## src/rtl/stage_skid_reg_pkg.sv

```systemverilog
// Shared definitions for the pipeline stage registers: reset level, exception
// encoding, default lane geometry and the EX/MEM payload layout.
package stage_skid_reg_pkg;

    localparam logic RstEnable = 1'b0;

    localparam int EXC_NONE  = 0;
    localparam int LANES_DEF = 2;
    localparam int EXC_W_DEF = 2;

    // Per-lane EX->MEM payload. Both stages pack/unpack through this struct so
    // the bit positions can never drift apart.
    typedef struct packed {
        logic [31:0] pc;
        logic [31:0] wdata;
        logic [31:0] reg2;
        logic [17:0] mem_addr;
        logic [7:0]  aluop;
        logic [4:0]  wd;
        logic        wreg;
    } ex_mem_payload_t;

    localparam int DATA_W_DEF = $bits(ex_mem_payload_t);

    function automatic logic [DATA_W_DEF-1:0] pack_payload(input ex_mem_payload_t p);
        return p;
    endfunction

    function automatic ex_mem_payload_t unpack_payload(input logic [DATA_W_DEF-1:0] b);
        return ex_mem_payload_t'(b);
    endfunction

endpackage

```

## src/rtl/stage_skid_reg_entry.sv

```systemverilog
// One bundle-wide entry register (valid bits, payload, exception codes) with
// clear > load > hold priority.
module stage_entry
    import stage_skid_reg_pkg::*;
#(
    parameter int LANES  = LANES_DEF,
    parameter int DATA_W = DATA_W_DEF,
    parameter int EXC_W  = EXC_W_DEF
) (
    input  logic                    clk,
    input  logic                    rst,
    input  logic                    load,
    input  logic                    clear,
    input  logic [LANES-1:0]        d_valid,
    input  logic [LANES*DATA_W-1:0] d_data,
    input  logic [LANES*EXC_W-1:0]  d_excp,
    output logic [LANES-1:0]        q_valid,
    output logic [LANES*DATA_W-1:0] q_data,
    output logic [LANES*EXC_W-1:0]  q_excp,
    output logic                    occupied
);

    always_ff @(posedge clk) begin
        if (rst == RstEnable || clear) begin
            q_valid <= '0;
            q_data  <= '0;
            q_excp  <= '0;
        end else if (load) begin
            q_valid <= d_valid;
            q_data  <= d_data;
            q_excp  <= d_excp;
        end
    end

    assign occupied = |q_valid;

endmodule

```

## src/rtl/stage_skid_reg.sv

```systemverilog
// Multi-lane pipeline stage register with registered ready, one-entry skid
// buffer, flush and in-order exception squashing of younger lanes.
module stage_skid_reg
    import stage_skid_reg_pkg::*;
#(
    parameter int LANES  = LANES_DEF,
    parameter int DATA_W = DATA_W_DEF,
    parameter int EXC_W  = EXC_W_DEF
) (
    input  logic                    clk,
    input  logic                    rst,
    input  logic                    flush,
    input  logic [LANES-1:0]        in_valid,
    input  logic [LANES*DATA_W-1:0] in_data,
    input  logic [LANES*EXC_W-1:0]  in_excp,
    output logic                    in_ready,
    output logic [LANES-1:0]        out_valid,
    output logic [LANES*DATA_W-1:0] out_data,
    output logic [LANES*EXC_W-1:0]  out_excp,
    output logic                    out_excp_any,
    input  logic                    out_ready
);

    // Lanes younger than the oldest valid excepting lane are dropped; the
    // excepting lane itself survives so MEM can raise the trap.
    function automatic logic [LANES-1:0] squash_keep(input logic [LANES-1:0]       v,
                                                      input logic [LANES*EXC_W-1:0] e);
        logic [LANES-1:0] keep;
        logic             kill;
        keep = '1;
        kill = 1'b0;
        for (int i = 0; i < LANES; i++) begin
            if (kill) begin
                keep[i] = 1'b0;
            end else if (v[i] && e[i*EXC_W +: EXC_W] != EXC_W'(EXC_NONE)) begin
                kill = 1'b1;
            end
        end
        return keep;
    endfunction

    logic [LANES-1:0]        keep;
    logic [LANES-1:0]        sq_valid;
    logic [LANES*DATA_W-1:0] sq_data;
    logic [LANES*EXC_W-1:0]  sq_excp;

    assign keep     = squash_keep(in_valid, in_excp);
    assign sq_valid = in_valid & keep;

    for (genvar g = 0; g < LANES; g++) begin : g_gate
        assign sq_data[g*DATA_W +: DATA_W] = keep[g] ? in_data[g*DATA_W +: DATA_W] : '0;
        assign sq_excp[g*EXC_W +: EXC_W]   = keep[g] ? in_excp[g*EXC_W +: EXC_W]   : '0;
    end

    logic [LANES-1:0]        skid_valid;
    logic [LANES*DATA_W-1:0] skid_data;
    logic [LANES*EXC_W-1:0]  skid_excp;
    logic                    main_occ;
    logic                    skid_occ;

    logic                    accept;
    logic                    consume;
    logic                    main_free;
    logic                    main_load;
    logic                    main_clear;
    logic                    skid_load;
    logic                    skid_clear;
    logic                    skid_occ_next;

    logic [LANES-1:0]        main_d_valid;
    logic [LANES*DATA_W-1:0] main_d_data;
    logic [LANES*EXC_W-1:0]  main_d_excp;

    assign accept    = in_ready && (|in_valid) && !flush;
    assign consume   = main_occ && out_ready && !flush;
    assign main_free = !main_occ || consume;

    always_comb begin
        main_load     = 1'b0;
        main_clear    = 1'b0;
        skid_load     = 1'b0;
        skid_clear    = 1'b0;
        skid_occ_next = skid_occ;
        main_d_valid  = sq_valid;
        main_d_data   = sq_data;
        main_d_excp   = sq_excp;

        if (flush) begin
            main_clear    = 1'b1;
            skid_clear    = 1'b1;
            skid_occ_next = 1'b0;
        end else if (main_free) begin
            if (skid_occ) begin
                main_load     = 1'b1;
                main_d_valid  = skid_valid;
                main_d_data   = skid_data;
                main_d_excp   = skid_excp;
                skid_clear    = 1'b1;
                skid_occ_next = 1'b0;
            end else if (accept) begin
                main_load = 1'b1;
            end else begin
                main_clear = 1'b1;
            end
        end else if (accept) begin
            // in_ready guarantees the skid is empty here.
            skid_load     = 1'b1;
            skid_occ_next = 1'b1;
        end
    end

    stage_entry #(
        .LANES  (LANES),
        .DATA_W (DATA_W),
        .EXC_W  (EXC_W)
    ) u_main (
        .clk      (clk),
        .rst      (rst),
        .load     (main_load),
        .clear    (main_clear),
        .d_valid  (main_d_valid),
        .d_data   (main_d_data),
        .d_excp   (main_d_excp),
        .q_valid  (out_valid),
        .q_data   (out_data),
        .q_excp   (out_excp),
        .occupied (main_occ)
    );

    stage_entry #(
        .LANES  (LANES),
        .DATA_W (DATA_W),
        .EXC_W  (EXC_W)
    ) u_skid (
        .clk      (clk),
        .rst      (rst),
        .load     (skid_load),
        .clear    (skid_clear),
        .d_valid  (sq_valid),
        .d_data   (sq_data),
        .d_excp   (sq_excp),
        .q_valid  (skid_valid),
        .q_data   (skid_data),
        .q_excp   (skid_excp),
        .occupied (skid_occ)
    );

    always_ff @(posedge clk) begin
        if (rst == RstEnable) begin
            in_ready <= 1'b1;
        end else begin
            in_ready <= !skid_occ_next;
        end
    end

    always_comb begin
        out_excp_any = 1'b0;
        for (int i = 0; i < LANES; i++) begin
            if (out_valid[i] && out_excp[i*EXC_W +: EXC_W] != EXC_W'(EXC_NONE)) begin
                out_excp_any = 1'b1;
            end
        end
    end

endmodule

```

## config.mk

```make
export PLATFORM = sky130hd
export DESIGN_NAME = stage_skid_reg
export DESIGN_NICKNAME = d
export VERILOG_FILES = /design/src/rtl/stage_skid_reg_pkg.sv /design/src/rtl/stage_skid_reg_entry.sv /design/src/rtl/stage_skid_reg.sv
export SDC_FILE = /design/constraint.sdc
export NUM_CORES = 1
export LEC_CHECK = 0
export ABC_AREA = 1
export ABC_CLOCK_PERIOD_IN_PS = 1900
export CAP_MARGIN = 20
export CORE_ASPECT_RATIO = 0.5
export CORE_MARGIN = 5
export CORE_UTILIZATION = 30
export CTS_CLUSTER_DIAMETER = 80
export CTS_CLUSTER_SIZE = 25
export DETAILED_ROUTE_END_ITERATION = 8
export PLACE_DENSITY = 0.49
export SLEW_MARGIN = 15
export SYNTH_ARGS = -nofsm -noshare
export SYNTH_HDL_FRONTEND = slang
export SYNTH_SLANG_ARGS = --single-unit
```

## constraint.sdc

```tcl
create_clock -name clk -period 1.9 [get_ports clk]
set_input_delay 0.285 -clock clk [delete_from_list [all_inputs] [get_ports clk]]
set_output_delay 0.285 -clock clk [all_outputs]
set_load 0.02 [all_outputs]
```

==> reports/qor.csv, run 1 <==
stage,metric,value,unit
status,status,finished clean,
yosys,post_synth_mux_area_share,0,
detailed_routing,route.detailed.vias_per_inst,4.30,
die,die-width,414,µm
detailed_routing,drtIter0Drc,1438,
yosys,synth_enable_flop_cells,0,
setup_path,worstReg2RegStart,u_main.q_valid[0],
cts,cts.htree.levels,1,
yosys,synthMostInstantiatedCell,sky130_fd_sc_hd__nand2_1,
pwr,worst_ir_drop_vdd,0.581,mV
sta,clock_skew,28.3,ps
final_layout,fin_nets,4725,
yosys,synthDistinctLibCells,20,
final_layout,fraction_of_final_layout_cells_sized_beyond_drive_strength_1,0.0475,
final_layout,area_growth_syn_to_fin,33.7,%
job,cap_violations,0,
setup_path,cell_at_the_slowest_stage_of_the_critical_path,sky130_fd_sc_hd__clkdlybuf4s50_1,
setup_path,path_cells,clkdlybuf4s50_1,
sta,final_period_util,0.961,
yosys,synth_area_in_adders,0,
sta,report.final.hold_viol_count,0,
detailed_routing,route.detailed.drc,0,
yosys,mappedNetlistArea,24400,µm²
die,ioPinCount,530,
detailed_routing,vias_post_dr,24017,
cts,cts_buffers,27,
yosys,number_of_synthesized_register_bits,525,
sta,finalMaxSlewViolations,0,
pwr,finalPower,20.6,mW
sta,period_needed,1820,ps
sta,max_slew.worst_pin.slew,404,ps
sta,rsz0062_at_grt,false,
yosys,net_count_of_the_mapped_netlist,4256,
grt,first_global_vias,22433,
setup_path,cp_buf_inv_count,1,
cts,cts_root_buffer,sky130_fd_sc_hd__clkbuf_16,
yosys,syn_inst,3990,
grt,grt_remaining_overflow,0,
grt,grt_max_degree,71,
die,die_y,212,µm
die,die_area,87600,µm²
place,hpwl,60400,µm
worst_hold_path,hold_start,rst,
yosys,synthArstFlopShare,0,
setup_path,worst-endpoint-required,1620,ps
setup_path,critPathMaxStageDelay,600,ps
worst_hold_path,hp-class,in -> reg,
grt,antenna_violations_before_repair,12,
setup_path,worst_setup_path_startpoint,u_main.q_data[182],
yosys,postSynth.topFlopCell,sky130_fd_sc_hd__dfxtp_1,
yosys,synth_top_family_by_area,simple AND/OR/NAND/NOR gates,
grt,gr-usage-all-layers,0.185,
cts,path_clk_slew,100,ps
pwr,power-per-cell-area,632,nW/µm²
cts,worstSkewPairLatency,620,ps
sta,finalSetupViolations,0,
yosys,synth_compound_area_frac,0.0861,
sta,fmax,548,MHz
yosys,yosys-top-cells-count,"sky130_fd_sc_hd__nand2_1 (1,222), sky130_fd_sc_hd__nor2_1 (906), sky130_fd_sc_hd__inv_1 (589), sky130_fd_sc_hd__dfxtp_1 (525), sky130_fd_sc_hd__a21oi_1 (235)",
yosys,yosys-top-cells-area,"sky130_fd_sc_hd__dfxtp_1 (43%), sky130_fd_sc_hd__nand2_1 (19%), sky130_fd_sc_hd__nor2_1 (14%)",
detailed_routing,ant_nets,0,
setup_path,cp_max_fo,2,
die,core,81200,µm²
setup_path,crit_end_category,output pin,
die,floorplan.initialDensity,0.301,
place,gp_congestion,0.802,
yosys,average_size_of_a_mapped_cell,6.12,µm²
detailed_routing,finalWirelength,84600,µm
setup_path,critical_path_class,reg -> out,
yosys,post_synthesis_simple_gate_area_fraction,0.343,
yosys,yosys.area.top_type_share,0.430,
yosys,largest_area_contributor_in_the_netlist,sky130_fd_sc_hd__dfxtp_1,
pwr,total_leakage_power,15.7,nW
grt,grt_first_pass_wirelength,129000,µm
yosys,post_synth_xor_area_fraction,0,
yosys,synthesis.yosys.warnings,0,
cts,max-clock-path-buffers,3,
setup_path,critical-path-top-delay-family,buffers and inverters,
detailed_routing,drt_pass1_iterations,5,
setup_path,arrival,1540,ps
final_layout,final_core_utilization,0.402,
yosys,synth-seq-area-share,0.430,
detailed_routing,avgRoutedWirePerCell,15.2,µm
cts,clock-sinks,525,
die,floorplan.rows,74,
sta,worst_slew_margin_rel,0.730,
setup_path,worst_setup_sp_type,flop,
place,numPortBuffers,529,
cts,cts_tree,built,
## sequential cells by signal (all words and copies together), names as in the netlist
signal and cells:
u_skid.q_valid 2, u_main.q_valid 2, u_skid.q_excp 4, u_main.q_excp 4, u_skid.q_data 256, in_ready 1, u_main.q_data 256
## area by class of cell
| type | instances | area [µm²] |
|---|---|---|
| fillers | 8764 | 48500 |
| multi-input cells | 2625 | 10600 |
| flip-flops and latches | 525 | 10500 |
| repair buffers | 686 | 7190 |
| inverters | 594 | 2230 |
| well taps | 1102 | 1380 |
| clock buffers | 29 | 693 |
| clock inverters | 8 | 95.1 |
| diodes | 10 | 25.0 |
## metrics by stage
step	instances	hold slack [ps]	area (µm²)	setup WS [ps]	setup TNS, ps
after detailed placement	5531	441	32100	-378	-154660
after global routing	5579	209	32700	7.85	0
after global placement	5531	437	32100	-353	-151800
after CTS	5568	177	32600	0.0995	0
after floorplan	3990	377	24400	339	0
final	5579	234	32700	75.0	0
## report_power, final
| group | total, mW | switching (mW) | leakage (nW) | internal [mW] |
|---|---|---|---|---|
| Combinational | 2.75 | 1.52 | 11.1 | 1.23 |
| Sequential | 11.2 | 0.0566 | 4.23 | 11.1 |
| Clock | 6.73 | 4.03 | 0.379 | 2.71 |
| Total | 20.6 | 5.60 | 15.7 | 15.0 |
## routing by layer
| metal | vias to the layer above | share of wire | global-route usage |
|---|---|---|---|
| met2 | 376 | 0.50 | 0.331 |
| met1 | 10864 | 0.42 | 0.224 |
| li1 | 12638 | - | - |
| met4 | 4 | 0.049 | 0.0821 |
| met5 | - | 0.00032 | 0 |
| met3 | 135 | 0.031 | 0.0226 |
## final timing paths
path,endpoint,slack [ps],cells after the start
max,out_data[182],80,1
min,in_ready,230,2
max reg2reg,u_main.q_data[112],150,10
min reg2reg,u_skid.q_data[8],450,2
## kinds of logic after synthesis
kind of cell           count (synthesis)
AO/OA/AOI/OAI                        418
AND/OR/NAND/NOR                     2206
flip-flops                           525
buffers and inverters                841
## layout by cell type, fill, tap and decap left out
master,count
sky130_fd_sc_hd__inv_8,1
sky130_fd_sc_hd__nor2_2,1
sky130_fd_sc_hd__nand3_1,71
sky130_fd_sc_hd__clkdlybuf4s50_1,267
sky130_fd_sc_hd__clkdlybuf4s15_2,1
sky130_fd_sc_hd__nand2_8,1
sky130_fd_sc_hd__nand4_1,1
sky130_fd_sc_hd__dfxtp_1,525
sky130_fd_sc_hd__inv_4,1
sky130_fd_sc_hd__o21ai_0,141
sky130_fd_sc_hd__nand2_1,1220
sky130_fd_sc_hd__clkinvlp_4,2
sky130_fd_sc_hd__clkinv_8,1
sky130_fd_sc_hd__buf_4,80
sky130_fd_sc_hd__nand2_2,1
sky130_fd_sc_hd__o21ai_1,41
sky130_fd_sc_hd__clkbuf_8,1
sky130_fd_sc_hd__a21oi_1,235
sky130_fd_sc_hd__clkinv_2,2
sky130_fd_sc_hd__dlymetal6s2s_1,18
sky130_fd_sc_hd__nand3_4,1
sky130_fd_sc_hd__dlygate4sd2_1,243
sky130_fd_sc_hd__buf_16,1
sky130_fd_sc_hd__inv_1,587
sky130_fd_sc_hd__buf_12,76
sky130_fd_sc_hd__nand2_4,3
sky130_fd_sc_hd__clkbuf_16,27
sky130_fd_sc_hd__nor2_4,3
sky130_fd_sc_hd__clkbuf_1,1
sky130_fd_sc_hd__a21oi_4,1
sky130_fd_sc_hd__diode_2,10
sky130_fd_sc_hd__clkinv_16,1
sky130_fd_sc_hd__inv_6,2
sky130_fd_sc_hd__inv_2,5
sky130_fd_sc_hd__nor2_1,905
## what timing repair did
item | CTS | global route
setup endpoints to repair | 244 | 28
cloned | 0 | 1
pin swaps | 0 | 1
resized for setup | 246 | 21
buffers inserted | 0 | 0
hold buffers | 0 | 0
Power figures use the tool's default switching activity.
==> inputs of run 2 (changes only) <==
--- a/config.mk
+++ b/config.mk
@@ -15,7 +15,6 @@
 export CTS_CLUSTER_SIZE = 25
 export DETAILED_ROUTE_END_ITERATION = 8
 export PLACE_DENSITY = 0.49
-export SLEW_MARGIN = 15
 export SYNTH_ARGS = -nofsm -noshare
 export SYNTH_HDL_FRONTEND = slang
 export SYNTH_SLANG_ARGS = --single-unit
==> results of run 2 <==
Same layout as run 1: the final DEF is identical, and so are final timing and power.
